**src/rtl/csat_pkg.sv**
```systemverilog
// Shared types and limits for the CSAT assignment sweeper and its tag pipe.
package csat_pkg;

  localparam int SAT_LATENCY_MAX = 3;
  localparam int DRAIN_W         = $clog2(SAT_LATENCY_MAX + 1);

  typedef enum logic [2:0] {
    IDLE,
    SWEEP,
    DRAIN,
    FOUND,
    UNSAT
  } state_e;

endpackage

```
**src/rtl/csat_tag_pipe.sv**
```systemverilog
// Fixed-depth delay line aligning issued candidates with the CUT's sat response.
module csat_tag_pipe #(
  parameter int WIDTH = 8,
  parameter int DEPTH = 0
) (
  input  logic             clk,
  input  logic             rst,
  input  logic             flush,
  input  logic [WIDTH-1:0] din,
  output logic [WIDTH-1:0] dout
);

  if (DEPTH == 0) begin : g_wire
    assign dout = din;
    logic unused_ok;
    assign unused_ok = &{1'b0, clk, rst, flush};
  end else begin : g_regs
    logic [WIDTH-1:0] stage [DEPTH];

    // NOTE: every stage is cleared, not just the head, because a stale valid
    // bit left in the line would be evaluated as a live candidate later.
    always_ff @(posedge clk) begin
      if (rst || flush) begin
        for (int i = 0; i < DEPTH; i++) stage[i] <= '0;
      end else begin
        stage[0] <= din;
        for (int i = 1; i < DEPTH; i++) stage[i] <= stage[i-1];
      end
    end

    assign dout = stage[DEPTH-1];
  end

endmodule

```
**src/rtl/csat_assignment_sweeper.sv**
```systemverilog
// Exhaustive candidate sweeper for a combinational-SAT circuit under test,
// reporting the first satisfying assignment or exhaustion of the space.
module csat_assignment_sweeper
  import csat_pkg::*;
#(
  parameter int NUM_INPUTS  = 7,
  parameter int SAT_LATENCY = 0
) (
  input  logic                  clk,
  input  logic                  rst,
  input  logic                  start,
  input  logic                  resume,
  input  logic                  abort,
  output logic [NUM_INPUTS-1:0] assign_out,
  output logic                  issue_valid,
  input  logic                  sat_in,
  output logic                  result_valid,
  input  logic                  result_ready,
  output logic                  result_sat,
  output logic [NUM_INPUTS-1:0] result_assign,
  output logic [NUM_INPUTS:0]   checks_count
);

  localparam logic [NUM_INPUTS-1:0] ALL_ONES   = '1;
  localparam logic [DRAIN_W-1:0]    DRAIN_INIT =
    DRAIN_W'((SAT_LATENCY > 0) ? SAT_LATENCY - 1 : 0);

  state_e                  state, state_next;
  logic [NUM_INPUTS-1:0]   last_solution;
  logic [DRAIN_W-1:0]      drain_cnt;
  logic [NUM_INPUTS:0]     tag_out;
  logic                    tag_valid;
  logic [NUM_INPUTS-1:0]   tag_assign;
  logic                    hit;

  csat_tag_pipe #(
    .WIDTH (NUM_INPUTS + 1),
    .DEPTH (SAT_LATENCY)
  ) u_pipe (
    .clk   (clk),
    .rst   (rst),
    .flush (abort || hit),
    .din   ({issue_valid, assign_out}),
    .dout  (tag_out)
  );

  assign {tag_valid, tag_assign} = tag_out;
  assign hit = (state == SWEEP || state == DRAIN) && tag_valid && sat_in;

  // NOTE: sequential state uses non-blocking assignments so every register
  // samples the pre-edge values regardless of process ordering.
  always_ff @(posedge clk) begin
    if (rst) state <= IDLE;
    else     state <= state_next;
  end

  // NOTE: the default keeps state_next fully assigned on every path, so no
  // latch is inferred from the case branches that hold state.
  always_comb begin
    state_next = state;
    unique case (state)
      IDLE:  if (start) state_next = (resume && last_solution == ALL_ONES) ? UNSAT : SWEEP;
      SWEEP: begin
        if (hit)                         state_next = FOUND;
        else if (assign_out == ALL_ONES) state_next = (SAT_LATENCY == 0) ? UNSAT : DRAIN;
      end
      DRAIN: begin
        if (hit)                 state_next = FOUND;
        else if (drain_cnt == 0) state_next = UNSAT;
      end
      FOUND, UNSAT: if (result_ready) state_next = IDLE;
      default: state_next = IDLE;
    endcase
    if (abort) state_next = IDLE;
  end

  always_comb begin
    issue_valid  = (state == SWEEP);
    result_valid = (state == FOUND) || (state == UNSAT);
  end

  always_ff @(posedge clk) begin
    if (rst) begin
      assign_out    <= '0;
      result_sat    <= 1'b0;
      result_assign <= '0;
      checks_count  <= '0;
      last_solution <= '0;
      drain_cnt     <= '0;
    end else if (!abort) begin
      unique case (state)
        IDLE: if (start) begin
          assign_out    <= resume ? last_solution + 1'b1 : '0;
          result_sat    <= 1'b0;
          result_assign <= '0;
          checks_count  <= '0;
          drain_cnt     <= DRAIN_INIT;
        end
        SWEEP, DRAIN: begin
          if (tag_valid) checks_count <= checks_count + 1'b1;
          if (hit) begin
            result_sat    <= 1'b1;
            result_assign <= tag_assign;
            last_solution <= tag_assign;
          end else if (state == SWEEP) begin
            // Saturate on the last candidate so the space is never swept twice.
            if (assign_out != ALL_ONES) assign_out <= assign_out + 1'b1;
          end else begin
            drain_cnt <= drain_cnt - 1'b1;
          end
        end
        default: ;
      endcase
    end
  end

endmodule
```
**config.mk**
```make
export PLATFORM = sky130hd
export DESIGN_NAME = csat_assignment_sweeper
export DESIGN_NICKNAME = d
export VERILOG_FILES = /design/src/rtl/csat_pkg.sv /design/src/rtl/csat_tag_pipe.sv /design/src/rtl/csat_assignment_sweeper.sv
export SDC_FILE = /design/constraint.sdc
export NUM_CORES = 1
export LEC_CHECK = 0
export ABC_AREA = 0
export BUFFER_PORTS_ARGS = -buffer_cell sky130_fd_sc_hd__buf_2
export CAP_MARGIN = 30
export CELL_PAD_IN_SITES_DETAIL_PLACEMENT = 1
export CELL_PAD_IN_SITES_GLOBAL_PLACEMENT = 1
export CORE_UTILIZATION = 35
export CTS_CLUSTER_SIZE = 8
export DETAILED_ROUTE_END_ITERATION = 8
export GPL_TIMING_DRIVEN = 0
export PLACE_DENSITY = 0.78
export SETUP_SLACK_MARGIN = 0.15
export SKIP_CTS_REPAIR_TIMING = 1
export SLEW_MARGIN = 0
export SYNTH_ARGS = -nofsm -noshare
export SYNTH_HDL_FRONTEND = slang
export SYNTH_SLANG_ARGS = --single-unit
export TNS_END_PERCENT = 1
```
**constraint.sdc**
```tcl
create_clock -name clk -period 2.55 [get_ports clk]
set_clock_uncertainty 0.2 [all_clocks]
set_input_delay 0.765 -clock clk [delete_from_list [all_inputs] [get_ports clk]]
set_output_delay 0.765 -clock clk [all_outputs]
set_load 0.03 [all_outputs]
```
== Word level (Yosys, flattened, before mapping) ==
Cells that the tools add are included.
Word-level totals
  bits in registers: 35
  output and inout port bits: 25
  input port bits: 7
Cells by class
  reductions and logical operators: 17
  equality and inequality tests: 16
  muxes and demuxes: 27
  $add $sub $neg: 4
  bitwise logic cells: 1
Operators with widths (count)
  two-way mux 7 bit: 7
  one-hot mux 7 bit (2 select lines): 2
  two-way mux 3 bit: 7
  two-way mux 8 bit: 2
  one-hot mux 8 bit (2 select lines): 1
  adder 7 x 1 -> 7 bit, second input constant: 2
  equality test 7 bit, second input constant: 2
  inequality test 2 bit, second input constant: 7
  one-hot mux 3 bit (4 select lines): 1
  AND reduction 4 bit: 3
  adder 8 x 1 -> 8 bit, second input constant: 1
  inequality test 7 bit, second input constant: 1
  equality test 3 x 2 -> 1 bit, second input constant: 2
  two-way mux 2 bit: 3
  AND reduction 6 bit: 1
  OR reduction 2 bit: 3
  AND reduction 5 bit: 1
  one-hot mux 2 bit (2 select lines): 1
  equality test 3 x 1 -> 1 bit, second input constant: 1
  equality test 3 bit, second input constant: 1
  logical AND 1 bit: 3
  zero test 3 bit: 1
  inequality test 3 x 1 -> 1 bit, second input constant: 1
  inequality test 3 x 2 -> 1 bit, second input constant: 1
  other kinds (8): 10

== Logic depth before layout (Yosys ltp) ==
Gate-level depths: netlist of the first run.
  depth in word-level cells: 6
  depth in mapped cells: 7

== Hierarchy ==
From an unflattened synthesis of the first run, not the netlist that was laid out.
Unflattened totals
  cell total of the unflattened synthesis: 231
  area, all modules: 1875.5 um^2
By module, submodules not included
  csat_assignment_sweeper: cells an instance 223, sequential area each 700.7 um^2, instances 1, area an instance 1815.5 um^2
  csat_tag_pipe: cells an instance 8, sequential area each 0.0 um^2, instances 1, area an instance 60.1 um^2

== Worst setup path before layout of the first run ==
Ideal clock, no wire load.
  kind: register to output
  from: register state[0]
  to: output issue_valid
  cell stages (with the launch flop): 4
  arrival time: 1383 ps
  slack: 202 ps
  cell sequence: dfxtp_1 > buf_2 > inv_1 > nor3_1
On the way
  cells in the longest elaborated chain, start to end: 1
RTL lines
  start: declaration: RTL line csat_assignment_sweeper.sv:28  | state_e state, state_next;
  start signal: assignment: RTL line csat_assignment_sweeper.sv:54  | else state <= state_next;
  equality test 3 x 1 -> 1 bit: RTL line csat_assignment_sweeper.sv:78  | issue_valid = (state == SWEEP);
  end: declaration: RTL line csat_assignment_sweeper.sv:15  | output logic issue_valid,
No other way between the ends.

== Final worst setup path of the first run ==
  from: register state[2]
  to: output result_valid
On the way
  cells in the longest elaborated chain, start to end: 2
RTL lines
  equality test 3 x 2 -> 1 bit / equality test 3 bit (equally long branches): RTL line csat_assignment_sweeper.sv:79  | result_valid = (state == FOUND) || (state == UNSAT);
  logical OR 1 bit *: RTL line csat_assignment_sweeper.sv:79
  end: declaration: RTL line csat_assignment_sweeper.sv:17  | output logic result_valid,
Mark *: on every way between the ends. The rest lies on a longest branch, timed or not.

==> results of run 1 <==
area by class of cell:
type	count	area, um2
Tap cell	67	83.8
Timing Repair Buffer	30	153
Clock inverter	1	7.51
Fill cell	634	2710
Multi-Input combinational cell	158	1050
Clock buffer	7	96.3
Buffer	10	48.8
Sequential cell	35	702
Inverter	9	33.8
logic make-up (layout without fill, tap and decap cells):
| kind of cell | after synthesis | in the layout | share of synthesized area |
|---|---|---|---|
| xor+xnor | 8 | 8 | 0.0384 |
| fa+ha+maj | 4 | 4 | 0.0275 |
| mux | 10 | 10 | 0.0549 |
| simple gates | 86 | 86 | 0.257 |
| compound gates | 50 | 50 | 0.194 |
| buf+inv | 19 | 57 | 0.0439 |
| flops | 35 | 35 | 0.384 |
layer usage:
layer / GRT usage / part of all wire / vias to the layer above
met5: 0 / 0 / -
met4: 0.0791 / 0.017 / 0
met3: 0.0407 / 0.032 / 9
met2: 0.326 / 0.46 / 33
met1: 0.257 / 0.49 / 839
li1: - / - / 858
sequential cells by signal, indices dropped and copies added (netlist names):
| name | count |
|---|---|
| result_assign | 7 |
| last_solution | 7 |
| result_sat | 1 |
| drain_cnt | 2 |
| state | 3 |
| assign_out | 7 |
| checks_count | 8 |
power breakdown:
part,switching [mW],internal (mW)
Sequential,0.0153,0.555
Clock,0.215,0.246
Combinational,0.0847,0.0435
Total,0.315,0.845
placed cells by master, fill, tap and decap left out, types with 7 or more instances in the layout:
cell      Yosys  routed
nand3_1       8       8
inv_1         9       9
nor2_1       27      27
clkbuf_8      0       7
nand2_1      13      13
a22oi_1       8       8
mux2i_1      10      10
dfxtp_1      35      34
a21oi_1       7       7
buf_2         4      32
o21ai_0       7       7
path summary, 6_finish.rpt:
| check | to | from | depth (start not counted) | slack, ns |
|---|---|---|---|---|
| setup / recovery | result_valid | state[2] | 4 | 0.16 |
| hold / removal | drain_cnt[1] | drain_cnt[1] | 2 | 0.25 |
| setup reg to reg | assign_out[2] | assign_out[1] | 5 | 0.26 |
| hold reg to reg | drain_cnt[1] | drain_cnt[1] | 2 | 0.25 |
critical path, delay by kind of cell (launching register included):
family | cells | cell delay, ns
AO/OA/AOI/OAI | 1 | 0.06
buffers and inverters | 2 | 0.50
flip-flops | 1 | 0.51
AND/OR/NAND/NOR | 1 | 0.06
per-stage QoR:
step | TNS (ns) | std cells | instance area [um2] | utilization | total power [mW]
floorplan | 0 | 212 | 1820 | - | 0.666
global placement | -0.0323 | 309 | 2060 | 0.422 | 0.707
detailed placement | -0.0496 | 309 | 2060 | 0.422 | 0.709
CTS | -0.0245 | 317 | 2160 | 0.443 | 1.16
global route | 0 | 317 | 2170 | 0.445 | 1.21
finish | 0 | 317 | 2170 | 0.445 | 1.16
==> results_dict.tcl, run 1 <==
set metrics [dict create \
    status "finished clean" \
    fin_nets 260 \
    synth_ff_type "dfxtp_1" \
    max_freq_ghz 0.418 \
    clk-insertion-delay-late_ns 0.29 \
    rsz0062_at_grt "yes" \
    yosysMostFrequentCell "dfxtp_1" \
    grt_pass1_wl_um 8140 \
    place.gp.congestion 0.800 \
    core_area_um2 4880 \
    drtPass1Iterations 4 \
    async_reset_ff_frac 0 \
    numPortBuffers 30 \
    maxCapViolations 0 \
    relSlewSlack 0.516 \
    start_util 0.374 \
    hold_slack_ns 0.255 \
    vias 1739 \
    grt_pass1_vias 1715 \
    cts.reportedPaths.clkPinSlew_ns 0.08 \
    cts_tree "built" \
    yosysUniqueCellTypes 53 \
    yosys_warnings 0 \
    drt_iter0_markers 46 \
    die_y_um 74.2 \
    finalMaxSlewViolations 0 \
    drc 0 \
    synth_edf_count 0 \
    tightest_slew_ns 0.720 \
    hold_viol 0 \
    setup_violations 0 \
    drt-total-wl_um 5070 \
    synth_cells 212 \
    synth_common_cells "35 x dfxtp_1, 27 x nor2_1, 13 x nand2_1" \
    drive_above_1_share 0.192 \
    cts_htree_levels 2 \
    cp-start-kind "flop" \
    grt_max_degree 12 \
    finalWorstSetupSlack_ns 0.159 \
    cts_buffers 5 \
    dpl.hpwl_um 3670 \
    max-vdd-ir-drop_v 0.000300 \
    crit_arrival_ns 1.43 \
    synth.cell_area_um2 1820 \
    ys_seq_area_frac 0.384 \
    cts-root-buf "clkbuf_8" \
    die_w_um 74.2 \
    ant_nets 0 \
    cpPeakStageDelay_ns 0.51 \
    leakagePower_nw 0.815 \
    antenna_cells 0 \
    pre_cts_slack_ns -0.0496 \
    wl_per_cell_um 16.0 \
    ys_seq_elements 35 \
    antenna_found_initial 0 \
    slowest_stage "dfxtp_1" \
    crit_fanout 10 \
    timing.final.crit_share 0.938 \
    io_pins 32 \
    ys_top_cells_by_area "dfxtp_1 38%, nor2_1 5.6%, mux2i_1 5.5%, a22oi_1 3.3%, ha_1 2.7%" \
    syn_to_final_growth_pct 19.1 \
    worst_path_most_repeated_cell "buf_2" \
    cp-end-kind "output pin" \
    track_usage 0.199 \
    routed_via_density 5.49 \
    yosysTopAreaCellShare 0.384 \
    yosysTopAreaCell "dfxtp_1" \
    cp_cell_sequence "buf_2, nand2_1, o21ai_0, buf_2" \
    fin_crit_ns 2.39 \
    grt-ovfl-total 0 \
    avgSynthCellArea_um2 8.60 \
    die_area_um2 5500 \
    cts.sinks 35 \
    powerDensity_nw_per_um2 534 \
    crit_type "reg -> out" \
    syn_nets 223 \
    hp-class "reg -> reg" \
    rows 25 \
    required_ns 1.59 \
    cts.path.max_buffers 2 \
]
Note: power is estimated with default switching activity, not from simulation.
==> run 2, diff against run 1 <==
--- a/config.mk
+++ b/config.mk
@@ -14,7 +14,7 @@
 export CTS_CLUSTER_SIZE = 8
 export DETAILED_ROUTE_END_ITERATION = 8
 export GPL_TIMING_DRIVEN = 0
-export PLACE_DENSITY = 0.78
+export PLACE_DENSITY_LB_ADDON = 0.15
 export SETUP_SLACK_MARGIN = 0.15
 export SKIP_CTS_REPAIR_TIMING = 1
 export SLEW_MARGIN = 0
==> run 2 against run 1 <==
Net effect: sequential share of layout area rose by 0.11 points; largest power group unchanged; register-to-register slack improved by 0.04 ns; via count fell by 0.17%; non-clock buffer count did not move; critical endpoint is now issue_valid; core utilization fell by 0.15 points; setup slack got worse by 0.027 ns; first-iteration DRC count rose by 100%.
==> results_dict.tcl, run 2 (same netlist as run 1, synthesis figures left out) <==
set metrics [dict create \
    largest_reg_flops 8 \
    finalSetupTns_ns 0 \
    required_ns 1.59 \
    drtPass1Iterations 4 \
    dpl.hpwl_um 3660 \
    timing.final.crit_share 0.948 \
    use_met1 0.283 \
    antenna_cells 0 \
    fin_nets 260 \
    cts_tree "built" \
    grt_max_degree 11 \
    layout_commonest_cell "dfxtp_1" \
    track_usage 0.198 \
    cp-end-kind "output pin" \
    crit_fanout 10 \
    rsz0062_at_grt "yes" \
    fin_area_um2 2160 \
    start_util 0.374 \
    grt-busiest-layer "met2" \
    cts-root-buf "clkbuf_8" \
    status "finished clean" \
    numPortBuffers 30 \
    max_freq_ghz 0.413 \
    ant_nets 0 \
    antenna_found_initial 0 \
    maxCapViolations 0 \
    cp-start-kind "flop" \
    relSlewSlack 0.589 \
    die_area_um2 5500 \
    core_area_um2 4880 \
    hold_viol 0 \
    cts.sinks 35 \
    max-vdd-ir-drop_v 0.000324 \
    powerDensity_nw_per_um2 514 \
    place.gp.congestion 0.782 \
    cts_htree_levels 2 \
    finalMaxSlewViolations 0 \
    drt-total-wl_um 4990 \
    mostFrequentLayoutCells "34 x dfxtp_1, 32 x buf_2, 27 x nor2_1" \
    tightest_slew_ns 0.612 \
    regMostFlops "checks_count" \
    cts.reportedPaths.clkPinSlew_ns 0.07 \
    globalRouteMet2Util 0.302 \
    hold_slack_ns 0.259 \
    vias 1736 \
    wl_per_cell_um 15.8 \
    clk-insertion-delay-late_ns 0.28 \
    fin_crit_ns 2.42 \
    crit_arrival_ns 1.45 \
    rows 25 \
    grt_pass1_vias 1692 \
    hp-class "reg -> reg" \
    setup_violations 0 \
    cts_buffers 5 \
    grtUsageMet3 0.0434 \
    die_y_um 74.2 \
    grt_pass1_wl_um 8290 \
    grt-ovfl-total 0 \
    io_pins 32 \
    drc 0 \
    leakagePower_nw 0.813 \
    drt_iter0_markers 93 \
    drive_above_1_share 0.189 \
    routed_via_density 5.49 \
    syn_to_final_growth_pct 18.7 \
    cts.path.max_buffers 2 \
    die_w_um 74.2 \
    crit_type "reg -> out" \
    placed_cell_area_um2 2060 \
]
run 2: cell count changes in the layout (fill, tap and decap cells not counted), sizes merged:
cell      change
clkbuf        -2
buf           +1
clkinv        +1
clkinvlp      -1
run 2: layout make-up:
class	instances	area, um2
multi-input cells	158	1060
inverters	9	33.8
fillers	617	2720
repair buffers	30	153
flip-flops and latches	35	702
clock inverters	1	5.00
plain buffers	10	48.8
well taps	67	83.8
clock buffers	6	82.6
run 2: through the flow:
stage	power, mW	std cells	setup WS (ns)	utilization
detailed placement	0.708	309	-0.0624	0.422
CTS	1.12	316	0.00360	0.439
global placement	0.708	309	-0.0476	0.422
global route	1.17	316	0.0374	0.444
floorplan	0.666	212	0.202	-
finish	1.11	316	0.131	0.444
run 2: routing by layer:
| metal | up-vias | share of wire |
|---|---|---|
| met2 | 29 | 0.45 |
| met3 | 2 | 0.029 |
| li1 | 855 | - |
| met4 | 0 | 0.0044 |
| met1 | 850 | 0.52 |
| met5 | - | 0 |
run 2: final timing paths:
check	from	endpoint	slack, ns	cells after the start
max	state[0]	issue_valid	0.13	4
min	drain_cnt[1]	drain_cnt[1]	0.26	2
max reg2reg	assign_out[0]	state[2]	0.30	5
min reg2reg	drain_cnt[1]	drain_cnt[1]	0.26	2
run 2: worst max-delay path: stages (launching register included):
cell and delay [ns]:
dfxtp_1 0.44, clkbuf_4 0.25, inv_1 0.08, nor3_2 0.20, buf_4 0.20
run 2: where the power goes:
part	switching [mW]	total [mW]	leakage, nW	internal [mW]
Clock	0.202	0.414	0.0470	0.212
Combinational	0.0833	0.127	0.482	0.0434
Sequential	0.0157	0.571	0.283	0.555
